File: src/rtl/mario_pkg.sv
// ============================================================================
//  Module      : mario_pkg
//  Description : Object RAM layout, scan FSM encoding and the shared hit test
//                used by the object scanner and the sprite line renderer.
//  Revision    : 1.0 - initial release
// ============================================================================
`default_nettype none

package mario_pkg;

  // Object RAM image at $7000, filled by the sprite DMA.
  localparam int OBJ_BASE      = 'h7000;
  localparam int OBJ_RAM_BYTES = 'h180;
  localparam int OBJ_ENTRIES   = OBJ_RAM_BYTES / 4;
  localparam int OBJ_H_DEFAULT = 16;

  localparam logic [1:0] OFF_Y    = 2'd0;
  localparam logic [1:0] OFF_CODE = 2'd1;
  localparam logic [1:0] OFF_ATTR = 2'd2;
  localparam logic [1:0] OFF_X    = 2'd3;

  typedef enum logic [3:0] {
    ST_IDLE     = 4'd0,
    ST_FETCH_Y  = 4'd1,
    ST_CHECK    = 4'd2,
    ST_FETCH_B1 = 4'd3,
    ST_FETCH_B2 = 4'd4,
    ST_FETCH_B3 = 4'd5,
    ST_EMIT     = 4'd6,
    ST_NEXT     = 4'd7,
    ST_DONE     = 4'd8
  } scan_state_e;

  typedef struct packed {
    logic       hit;
    logic [3:0] row;
  } obj_hit_t;

  // Y == 0 marks an empty slot; the 8-bit wrap lets objects straddle line 0.
  function automatic obj_hit_t obj_hit(input logic [7:0] line,
                                       input logic [7:0] y,
                                       input logic [8:0] height);
    logic [7:0] diff;
    obj_hit_t   res;
    diff    = line - y;
    res.hit = (y != 8'd0) && ({1'b0, diff} < height);
    res.row = diff[3:0];
    return res;
  endfunction

endpackage

`default_nettype wire

File: src/rtl/mario_obj_scan_if.sv
// ============================================================================
//  Module      : mario_obj_scan_if
//  Description : Object RAM read port and hit-record stream of the scanner.
//  Revision    : 1.0 - initial release
// ============================================================================
`default_nettype none

interface mario_obj_scan_if;
  logic [8:0] ram_a;
  logic       ram_rd;
  logic [7:0] ram_d;
  logic       obj_valid;
  logic       obj_ready;
  logic [3:0] obj_row;
  logic [7:0] obj_code;
  logic [7:0] obj_attr;
  logic [7:0] obj_x;

  modport master (
    output ram_a, ram_rd, obj_valid, obj_row, obj_code, obj_attr, obj_x,
    input  ram_d, obj_ready
  );

  modport slave (
    input  ram_a, ram_rd, obj_valid, obj_row, obj_code, obj_attr, obj_x,
    output ram_d, obj_ready
  );
endinterface

`default_nettype wire

File: src/rtl/mario_obj_scan.sv
// ============================================================================
//  Module      : mario_obj_scan
//  Description : Per-scanline walk of the object RAM; streams the attributes
//                of every object crossing the requested line to the renderer.
//  Revision    : 1.0 - initial release
// ============================================================================
`default_nettype none

module mario_obj_scan
  import mario_pkg::*;
#(
  parameter int OBJ_COUNT = OBJ_ENTRIES,
  parameter int MAX_HITS  = 16,
  parameter int OBJ_H     = OBJ_H_DEFAULT
) (
  input  logic                   I_CLK,
  input  logic                   I_RST,
  input  logic                   I_LINE_START,
  input  logic [7:0]             I_LINE,
  input  logic                   I_DMA_BUSY,
  mario_obj_scan_if.master       bus,
  output logic                   O_BUSY,
  output logic                   O_DONE,
  output logic                   O_OVF
);

  localparam int IDX_W = 7;
  localparam int HIT_W = $clog2(MAX_HITS + 1);

  scan_state_e      state_q, state_d;
  logic [7:0]       line_q, line_d;
  logic [IDX_W-1:0] index_q, index_d;
  logic [HIT_W-1:0] hits_q, hits_d;
  logic             ovf_q, ovf_d;
  logic [3:0]       row_q, row_d;
  logic [7:0]       code_q, code_d;
  logic [7:0]       attr_q, attr_d;
  logic [7:0]       x_q, x_d;
  logic             valid_q, valid_d;
  logic             busy_q, busy_d;
  logic             done_q, done_d;
  logic             data_ok_q, data_ok_d;
  logic             ram_rd;
  logic [1:0]       ram_off;
  obj_hit_t         hit_res;

  // Attribute bytes are requested one state ahead of their capture so the
  // record is complete on entry to EMIT and EMIT never touches the RAM.
  // data_ok_q says last cycle's read really happened; a consuming state
  // without it (the DMA took the port) re-issues its own byte first.
  always_comb begin
    state_d   = state_q;
    line_d    = line_q;
    index_d   = index_q;
    hits_d    = hits_q;
    ovf_d     = ovf_q;
    row_d     = row_q;
    code_d    = code_q;
    attr_d    = attr_q;
    x_d       = x_q;
    done_d    = 1'b0;
    ram_rd    = 1'b0;
    ram_off   = OFF_Y;
    hit_res   = obj_hit(line_q, bus.ram_d, 9'(OBJ_H));

    unique case (state_q)
      ST_IDLE: ;
      ST_FETCH_Y: begin
        if (!I_DMA_BUSY) begin
          ram_rd  = 1'b1;
          ram_off = OFF_Y;
          state_d = ST_CHECK;
        end
      end
      ST_CHECK: begin
        if (!I_DMA_BUSY) begin
          if (!data_ok_q) begin
            ram_rd  = 1'b1;
            ram_off = OFF_Y;
          end else if (!hit_res.hit) begin
            state_d = ST_NEXT;
          end else if (hits_q == HIT_W'(MAX_HITS)) begin
            ovf_d   = 1'b1;
            state_d = ST_NEXT;
          end else begin
            row_d   = hit_res.row;
            ram_rd  = 1'b1;
            ram_off = OFF_CODE;
            state_d = ST_FETCH_B1;
          end
        end
      end
      ST_FETCH_B1: begin
        if (!I_DMA_BUSY) begin
          ram_rd = 1'b1;
          if (!data_ok_q) begin
            ram_off = OFF_CODE;
          end else begin
            code_d  = bus.ram_d;
            ram_off = OFF_ATTR;
            state_d = ST_FETCH_B2;
          end
        end
      end
      ST_FETCH_B2: begin
        if (!I_DMA_BUSY) begin
          ram_rd = 1'b1;
          if (!data_ok_q) begin
            ram_off = OFF_ATTR;
          end else begin
            attr_d  = bus.ram_d;
            ram_off = OFF_X;
            state_d = ST_FETCH_B3;
          end
        end
      end
      ST_FETCH_B3: begin
        if (!I_DMA_BUSY) begin
          if (!data_ok_q) begin
            ram_rd  = 1'b1;
            ram_off = OFF_X;
          end else begin
            x_d     = bus.ram_d;
            state_d = ST_EMIT;
          end
        end
      end
      ST_EMIT: begin
        if (bus.obj_ready) begin
          hits_d  = hits_q + HIT_W'(1);
          state_d = ST_NEXT;
        end
      end
      ST_NEXT: begin
        if (index_q == IDX_W'(OBJ_COUNT - 1)) begin
          state_d = ST_DONE;
        end else begin
          index_d = index_q + IDX_W'(1);
          state_d = ST_FETCH_Y;
        end
      end
      ST_DONE: begin
        done_d  = 1'b1;
        state_d = ST_IDLE;
      end
      default: state_d = ST_IDLE;
    endcase

    // A new line request wins over everything, including a pending DONE.
    if (I_LINE_START) begin
      line_d  = I_LINE;
      index_d = '0;
      hits_d  = '0;
      ovf_d   = 1'b0;
      done_d  = 1'b0;
      ram_rd  = 1'b0;
      state_d = ST_FETCH_Y;
    end

    data_ok_d = ram_rd;
    valid_d   = (state_d == ST_EMIT);
    busy_d    = (state_d != ST_IDLE);
  end

  always_ff @(posedge I_CLK) begin
    if (I_RST) begin
      state_q   <= ST_IDLE;
      line_q    <= '0;
      index_q   <= '0;
      hits_q    <= '0;
      ovf_q     <= 1'b0;
      row_q     <= '0;
      code_q    <= '0;
      attr_q    <= '0;
      x_q       <= '0;
      valid_q   <= 1'b0;
      busy_q    <= 1'b0;
      done_q    <= 1'b0;
      data_ok_q <= 1'b0;
    end else begin
      state_q   <= state_d;
      line_q    <= line_d;
      index_q   <= index_d;
      hits_q    <= hits_d;
      ovf_q     <= ovf_d;
      row_q     <= row_d;
      code_q    <= code_d;
      attr_q    <= attr_d;
      x_q       <= x_d;
      valid_q   <= valid_d;
      busy_q    <= busy_d;
      done_q    <= done_d;
      data_ok_q <= data_ok_d;
    end
  end

  assign bus.ram_rd    = ram_rd;
  assign bus.ram_a     = ram_rd ? {index_q, ram_off} : 9'd0;
  // An abort retracts the record in the same cycle so it cannot be accepted.
  assign bus.obj_valid = valid_q & ~I_LINE_START;
  assign bus.obj_row   = row_q;
  assign bus.obj_code  = code_q;
  assign bus.obj_attr  = attr_q;
  assign bus.obj_x     = x_q;
  assign O_BUSY        = busy_q;
  assign O_DONE        = done_q;
  assign O_OVF         = ovf_q;

endmodule

`default_nettype wire

File: src/flat_wrapper.sv
// flat-port wrapper written by rule: the top's interface ports become plain ports
module mario_obj_scan_flat import mario_pkg::*;
#(
  parameter int OBJ_COUNT = OBJ_ENTRIES,
  parameter int MAX_HITS  = 16,
  parameter int OBJ_H     = OBJ_H_DEFAULT
)
  (I_CLK, I_RST, I_LINE_START, I_LINE, I_DMA_BUSY, O_BUSY, O_DONE, O_OVF, bus_ram_a, bus_ram_rd, bus_obj_valid, bus_obj_row, bus_obj_code, bus_obj_attr, bus_obj_x, bus_ram_d, bus_obj_ready);
  mario_obj_scan_if bus_i ();
  input  logic I_CLK;
  input  logic I_RST;
  input  logic I_LINE_START;
  input  logic [7:0] I_LINE;
  input  logic I_DMA_BUSY;
  output logic O_BUSY;
  output logic O_DONE;
  output logic O_OVF;
  output wire logic [$bits(bus_i.ram_a)-1:0] bus_ram_a;
  output wire logic [$bits(bus_i.ram_rd)-1:0] bus_ram_rd;
  output wire logic [$bits(bus_i.obj_valid)-1:0] bus_obj_valid;
  output wire logic [$bits(bus_i.obj_row)-1:0] bus_obj_row;
  output wire logic [$bits(bus_i.obj_code)-1:0] bus_obj_code;
  output wire logic [$bits(bus_i.obj_attr)-1:0] bus_obj_attr;
  output wire logic [$bits(bus_i.obj_x)-1:0] bus_obj_x;
  input wire logic [$bits(bus_i.ram_d)-1:0] bus_ram_d;
  input wire logic [$bits(bus_i.obj_ready)-1:0] bus_obj_ready;
  assign bus_ram_a = bus_i.ram_a;
  assign bus_ram_rd = bus_i.ram_rd;
  assign bus_obj_valid = bus_i.obj_valid;
  assign bus_obj_row = bus_i.obj_row;
  assign bus_obj_code = bus_i.obj_code;
  assign bus_obj_attr = bus_i.obj_attr;
  assign bus_obj_x = bus_i.obj_x;
  assign bus_i.ram_d = bus_ram_d;
  assign bus_i.obj_ready = bus_obj_ready;
  mario_obj_scan #(.OBJ_COUNT(OBJ_COUNT), .MAX_HITS(MAX_HITS), .OBJ_H(OBJ_H)) u_core (.I_CLK(I_CLK), .I_RST(I_RST), .I_LINE_START(I_LINE_START), .I_LINE(I_LINE), .I_DMA_BUSY(I_DMA_BUSY), .bus(bus_i), .O_BUSY(O_BUSY), .O_DONE(O_DONE), .O_OVF(O_OVF));
endmodule
File: config.mk
export PLATFORM = sky130hd
export DESIGN_NAME = mario_obj_scan_flat
export DESIGN_NICKNAME = d
export VERILOG_FILES = /design/src/rtl/mario_pkg.sv /design/src/rtl/mario_obj_scan_if.sv /design/src/rtl/mario_obj_scan.sv /design/src/flat_wrapper.sv
export SDC_FILE = /design/constraint.sdc
export NUM_CORES = 1
export LEC_CHECK = 0
export BUFFER_PORTS_ARGS = -buffer_cell sky130_fd_sc_hd__buf_4
export CAP_MARGIN = 20
export CORE_MARGIN = 1.5
export CORE_UTILIZATION = 40
export DETAILED_ROUTE_END_ITERATION = 8
export GPL_ROUTABILITY_DRIVEN = 0
export SYNTH_ARGS = -nofsm -noshare
export SYNTH_HDL_FRONTEND = slang
export SYNTH_SLANG_ARGS = --single-unit
File: constraint.sdc
create_clock -name I_CLK -period 3.2 [get_ports I_CLK]
set_input_delay 0.64 -clock I_CLK [delete_from_list [all_inputs] [get_ports I_CLK]]
set_output_delay 0.64 -clock I_CLK [all_outputs]
set_load 0.02 [all_outputs]
==> out/qor.yml, run 1 <==
run_status:
  status: "complete, but fails checks"
  violations: "negative setup slack"
clock_network:
  hold_buffers: 0
  numCtsBuffers: 9
  cts_root_buffer: "clkbuf_8"
  htreeDepth: 3
  cts_buffer_depth: 2
  cts_tree: "built"
  clk_latency_ps: 330
  path_clk_slew_ps: 60
  cts.sinks: 57
cells_and_area:
  area_growth_pct: 33.3
  design_area_um2: 3810
  num-fill-cells: 677
  nNetsFinal: 448
  drive_gt1_frac: 0.305
  diodes: 0
global_routing:
  grt_max_degree: 48
  grt_use_total: 0.198
  antenna_found_initial: 0
  grt-ovfl-total: 0
  grt_pass1_vias: 2403
  grt_first_pass_wirelength_mm: 11.6
worst_setup_path:
  cp_cell_sequence: "buf_6 > ha_4 > inv_2 > fa_2 > a211o_1 > a211o_1 > a221o_1 > or2_4 > nor4_4 > o21a_2 > buf_6"
  path_delay_family: "compound AO/OA/AOI/OAI gates"
  reg2reg_depth: 12
  cp.required_ps: 2560
  crit_buf_inv: 3
  worstSetupPathType: "input pin to output pin"
  crit_slowest_cell: "fa_2"
  cp.depth: 11
  crit_fanout: 2
  cp_data_arrival_time_ps: 2870
  cp_slowest_stage_delay_ps: 340
  critPathLaunchType: "input pin"
  end_kind: "output pin"
run:
  drv_cap: 0
drt:
  num_vias: 2608
  viasPerCell: 5.05
  wire_per_inst_um: 13.6
  firstDrtPassIters: 4
  wirelength_mm: 7.04
  drtAntennaViolNets: 0
  drt_iter0_drc: 140
  post-route-drc-count: 0
timing:
  period_share: 1.10
  fin_skew_ps: 7.42
  rsz0062_at_grt: "yes"
  slew_violations: 0
  relSlewSlack: 0.470
  finalCriticalPeriod_ps: 3510
  hold_viol: 0
  hold_ws_ps: 474
  fmax_ghz: 0.285
  setup_slack_ps: -309
  tightest_slew_ps: 793
  setup_violations: 9
synth:
  ys_types: 47
  synthFlopType: "dfxtp_1"
  synth_warnings: 0
  ys_ff_latch: 57
  synth_xor_area_frac: 0.0399
  post_synth.cell_area_avg_um2: 8.43
  synthAdderAreaFrac: 0.0508
  syn_area_um2: 2860
  syn_inst: 339
  asyncSetResetFlopFracSynth: 0
  synth.area.mux_share: 0.0924
  synth_compound_area_frac: 0.123
  seq_area_frac_synth: 0.399
  synth_top_family_by_area: "simple AND/OR/NAND/NOR gates"
  synth_edf_count: 0
  synth-simple-area-share: 0.246
  syn-num-nets: 371
power:
  p_leak_nw: 1.65
  ir_worst_vdd_mv: 0.277
  power_per_cell_area_nw_per_um2: 427
placed_design:
  hpwlAfterDp_mm: 5.05
  dpl_cell_area_um2: 3530
  port_buffers: 62
die:
  core_um2: 6830
  die_h_um: 87.5
  die_area_um2: 7660
  die_width_um: 87.5
  ios: 63
  start_util: 0.418
  rows: 30
min_path:
  worstHoldPathType: "register to register"
  min_delay_path_depth: 2
## stage by stage
| stage | cells | util | power, mW | setup slack, ps | TNS (ps) |
|---|---|---|---|---|---|
| global placement | 499 | 0.516 | 0.921 | -254 | -2060 |
| detailed placement | 499 | 0.516 | 0.922 | -298 | -2450 |
| floorplan | 339 | - | 0.849 | -190 | -1620 |
| finish | 516 | 0.557 | 1.63 | -309 | -2550 |
| CTS | 515 | 0.554 | 1.65 | -296 | -2460 |
| global route | 516 | 0.557 | 1.70 | -463 | -4010 |
## metal layers
metal / global-route usage / part of all wire / wire length [um]
met5: 0 / 0 / 0
met4: 0.0519 / 0.0081 / 57
met3: 0.0720 / 0.065 / 456
met1: 0.273 / 0.49 / 3470
met2: 0.295 / 0.43 / 3060
## Yosys cell counts, types with 2 or more instances
library cell / number / area (um^2)
nor4_1: 3 / 18.8
nor2b_1: 3 / 18.8
buf_6: 2 / 22.5
mux2_2: 3 / 33.8
o221ai_1: 2 / 17.5
a211o_1: 3 / 26.3
a21oi_1: 34 / 170
nand3b_1: 2 / 15.0
ha_1: 10 / 125
and4_1: 2 / 17.5
xnor2_1: 6 / 52.6
nand3_1: 8 / 40.0
and2b_1: 2 / 15.0
o21a_1: 2 / 15.0
nor2_1: 68 / 255
and2b_2: 2 / 17.5
xor2_1: 7 / 61.3
a41oi_1: 2 / 17.5
or2b_2: 3 / 26.3
nor3_1: 5 / 25.0
clkbuf_1: 14 / 52.6
and3_1: 3 / 18.8
a211oi_1: 3 / 22.5
dfxtp_1: 57 / 1140
nand4_1: 6 / 37.5
o21ai_0: 4 / 20.0
nand2_1: 20 / 75.1
nand2b_1: 5 / 31.3
inv_1: 15 / 56.3
buf_1: 2 / 7.51
mux2i_1: 23 / 230
or2_2: 3 / 18.8
## layout make-up
| cell class | count | area [um^2] | share of cell area |
|---|---|---|---|
| clock inverter | 2 | 35.0 | 0.00920 |
| clock buffer | 13 | 179 | 0.0470 |
| multi-input combinational | 249 | 1630 | 0.427 |
| inverter | 15 | 56.3 | 0.0148 |
| tap | 96 | 120 | 0.0315 |
| sequential | 57 | 1140 | 0.300 |
| timing repair buffer | 84 | 649 | 0.171 |
## worst paths after layout
check | slack [ps] | to | from
min reg2reg | 470 | u_core.bus.obj_row[1] | u_core.bus.obj_row[1]
min | 470 | u_core.bus.obj_row[1] | u_core.bus.obj_row[1]
max reg2reg | 250 | u_core.bus.obj_row[2] | u_core.line_q[0]
max | -310 | bus_ram_a[0] | bus_ram_d[0]
## cells by family after synthesis
family                   Yosys count
multiplexers                      26
adder cells (fa/ha/maj)           11
AO/OA/AOI/OAI                     57
XOR/XNOR                          13
buffers and inverters             33
AND/OR/NAND/NOR                  142
flip-flops                        57
## worst min-delay path, delay by kind of cell (launching register included)
family           cells  cell delay [ps]
DFF                  1              310
muxes                1               60
and+or+nand+nor      1               60
## timing repair
| action | CTS | global route |
|---|---|---|
| cloned | 1 | 0 |
| gates resized for setup | 13 | 4 |
| buffers inserted | 0 | 1 |
| pin swaps | 3 | 1 |
| endpoints found under the setup margin | 9 | 9 |
## cell usage in the layout (no fill, tap or decap), types with 8 or more instances in the layout
cell | Yosys | final
nand2_1 | 20 | 20
nor2_1 | 68 | 67
mux2i_1 | 23 | 23
dfxtp_1 | 57 | 56
inv_1 | 15 | 13
a21oi_1 | 34 | 27
ha_1 | 10 | 9
clkbuf_8 | 0 | 13
nand3_1 | 8 | 8
buf_4 | 0 | 79
## registers in the layout (all words and copies together), names as in the netlist
name	flops
u_core.O_BUSY	1
u_core.O_DONE	1
u_core.O_OVF	1
u_core.bus.obj_attr	8
u_core.bus.obj_code	8
u_core.bus.obj_row	4
u_core.bus.obj_x	8
u_core.data_ok_q	1
u_core.hits_q	5
u_core.index_q	7
u_core.line_q	8
u_core.state_q	4
u_core.valid_q	1
## power by group
part	leakage, nW	total [mW]	switching, mW	internal, mW
Clock	0.112	0.712	0.273	0.439
Sequential	0.462	0.728	0.00926	0.718
Combinational	1.08	0.186	0.0971	0.0889
Note: power is estimated with default switching activity, not from simulation.
==> run 2: changes to the inputs <==
MAX_ROUTING_LAYER = met4   (was not set)
==> out/qor.yml, run 2 (synthesis results as in run 1) <==
run_status:
  status: "complete, but fails checks"
  violations: "negative setup slack"
global_routing:
  grt-ovfl-total: 0  # unchanged
  grt_pass1_vias: 2398  # -0.21%
  grt_first_pass_wirelength_mm: 11.7  # +0.24%
  grt_use_total: 0.205  # +0.00686
  antenna_found_initial: 0  # unchanged
  grt_max_degree: 48  # unchanged
cells_and_area:
  design_area_um2: 3810  # unchanged
  nNetsFinal: 448  # unchanged
  diodes: 0  # unchanged
  drive_gt1_frac: 0.305  # unchanged
  final_cell_mix: "buf_4 (79), nor2_1 (67), dfxtp_1 (56)"
  final_common_cell: "buf_4"
  area_growth_pct: 33.3  # unchanged
timing:
  slew_violations: 0  # unchanged
  fmax_ghz: 0.285  # -0.17%
  rsz0062_at_grt: "yes"
  period_share: 1.10  # +0.00184
  hold_ws_ps: 474  # +0.147 ps
  finalCriticalPeriod_ps: 3510  # +5.87 ps
  setup_violations: 9  # unchanged
  relSlewSlack: 0.477  # +0.00735
  hold_viol: 0  # unchanged
  setup_slack_ps: -314  # -5.87 ps
  tightest_slew_ps: 782  # -11.0 ps
  finalSetupTns_ps: -2750  # -192 ps
  fin_skew_ps: 7.21  # -0.215 ps
run:
  drv_cap: 0  # unchanged
drt:
  post-route-drc-count: 0  # unchanged
  num_vias: 2608  # unchanged
  drtAntennaViolNets: 0  # unchanged
  drt_iter0_drc: 140  # unchanged
  wirelength_mm: 7.02  # -0.34%
  viasPerCell: 5.05  # unchanged
  firstDrtPassIters: 4  # unchanged
  wire_per_inst_um: 13.6  # -0.34%
worst_setup_path:
  worstSetupPathType: "input pin to output pin"
  end_kind: "output pin"
  cp-startpoint: "bus_ram_d[0]"
  critPathLaunchType: "input pin"
  crit_fanout: 5  # +3
  r2r-start: "u_core.line_q[0]"
  cp.required_ps: 2560  # about the same
  cp_data_arrival_time_ps: 2870  # about the same
clock_network:
  cts_tree: "built"
  hold_buffers: 0  # unchanged
  htreeDepth: 3  # unchanged
  clk_latency_ps: 330  # about the same
  cts_root_buffer: "clkbuf_8"
  path_clk_slew_ps: 60  # about the same
  cts.sinks: 57  # unchanged
  cts_buffer_depth: 2  # unchanged
  numCtsBuffers: 9  # unchanged
die:
  die_h_um: 87.5  # unchanged
  core_um2: 6830  # unchanged
  start_util: 0.418  # unchanged
  die_width_um: 87.5  # unchanged
  ios: 63  # unchanged
  rows: 30  # unchanged
  die_area_um2: 7660  # unchanged
power:
  ir_worst_vdd_mv: 0.277  # about the same
  power_per_cell_area_nw_per_um2: 427  # about the same
  p_leak_nw: 1.65  # unchanged
  total_power_mw: 1.63  # about the same
min_path:
  worstHoldStart: "u_core.bus.obj_row[1]"
  worstHoldPathType: "register to register"
placed_design:
  dpl_cell_area_um2: 3530  # unchanged
  hpwlAfterDp_mm: 5.05  # unchanged
  port_buffers: 62  # unchanged
## run 2: cell counts in the layout (fill, tap and decap cells not counted)
Identical to the previous run, type by type.
## run 2: per-layer routing
layer / GRT usage / part of all wire
met5: - / 0
met4: 0.0519 / 0.0058
met3: 0.0664 / 0.053
met2: 0.295 / 0.44
met1: 0.278 / 0.50
## run 2: path summary, 6_finish.rpt
kind / end / slack [ps] / cells past startpoint
max: bus_ram_a[3] / -310 / 12
min: u_core.bus.obj_row[1] / 470 / 2
max reg2reg: u_core.bus.obj_row[2] / 260 / 12
min reg2reg: u_core.bus.obj_row[1] / 470 / 2
## run 2: final cells by class
cell class,count,area (um^2)
tap,96,120
inverter,15,56.3
sequential,57,1140
timing repair buffer,84,649
clock inverter,2,35.0
multi-input combinational,249,1630
fill,677,3020
clock buffer,13,179
## run 2: stage by stage
stage	instances	util	worst slack [ps]
final	516	0.557	-314
after global routing	516	0.557	-466
after CTS	515	0.554	-296
after detailed placement	499	0.516	-298
after global placement	499	0.516	-254
after floorplan	339	-	-190
## run 2: power breakdown
group          leakage, nW  internal [mW]  switching [mW]  total (mW)
clock                0.112          0.439           0.274       0.713
sequential           0.462          0.718         0.00933       0.728
combinational         1.08         0.0889          0.0968       0.186
total                 1.65           1.25           0.380        1.63
## run 2: what timing repair did
item                                   in CTS  in global routing
setup buffers                               0                  1
cloned                                      1                  0
endpoints found under the hold margin       0                  0
resized for setup                          13                  4
setup endpoints to repair                   9                  9
pin swaps                                   3                  1
## run 2: worst max-delay path, cell delays in order
cell and delay, ps:
buf_6 90, ha_4 130, inv_2 30, fa_2 340, a211o_1 280, a211o_1 260, a221o_1 330, nor2_2 110
nand4_1 180, buf_6 200, a21oi_2 140, buf_6 130
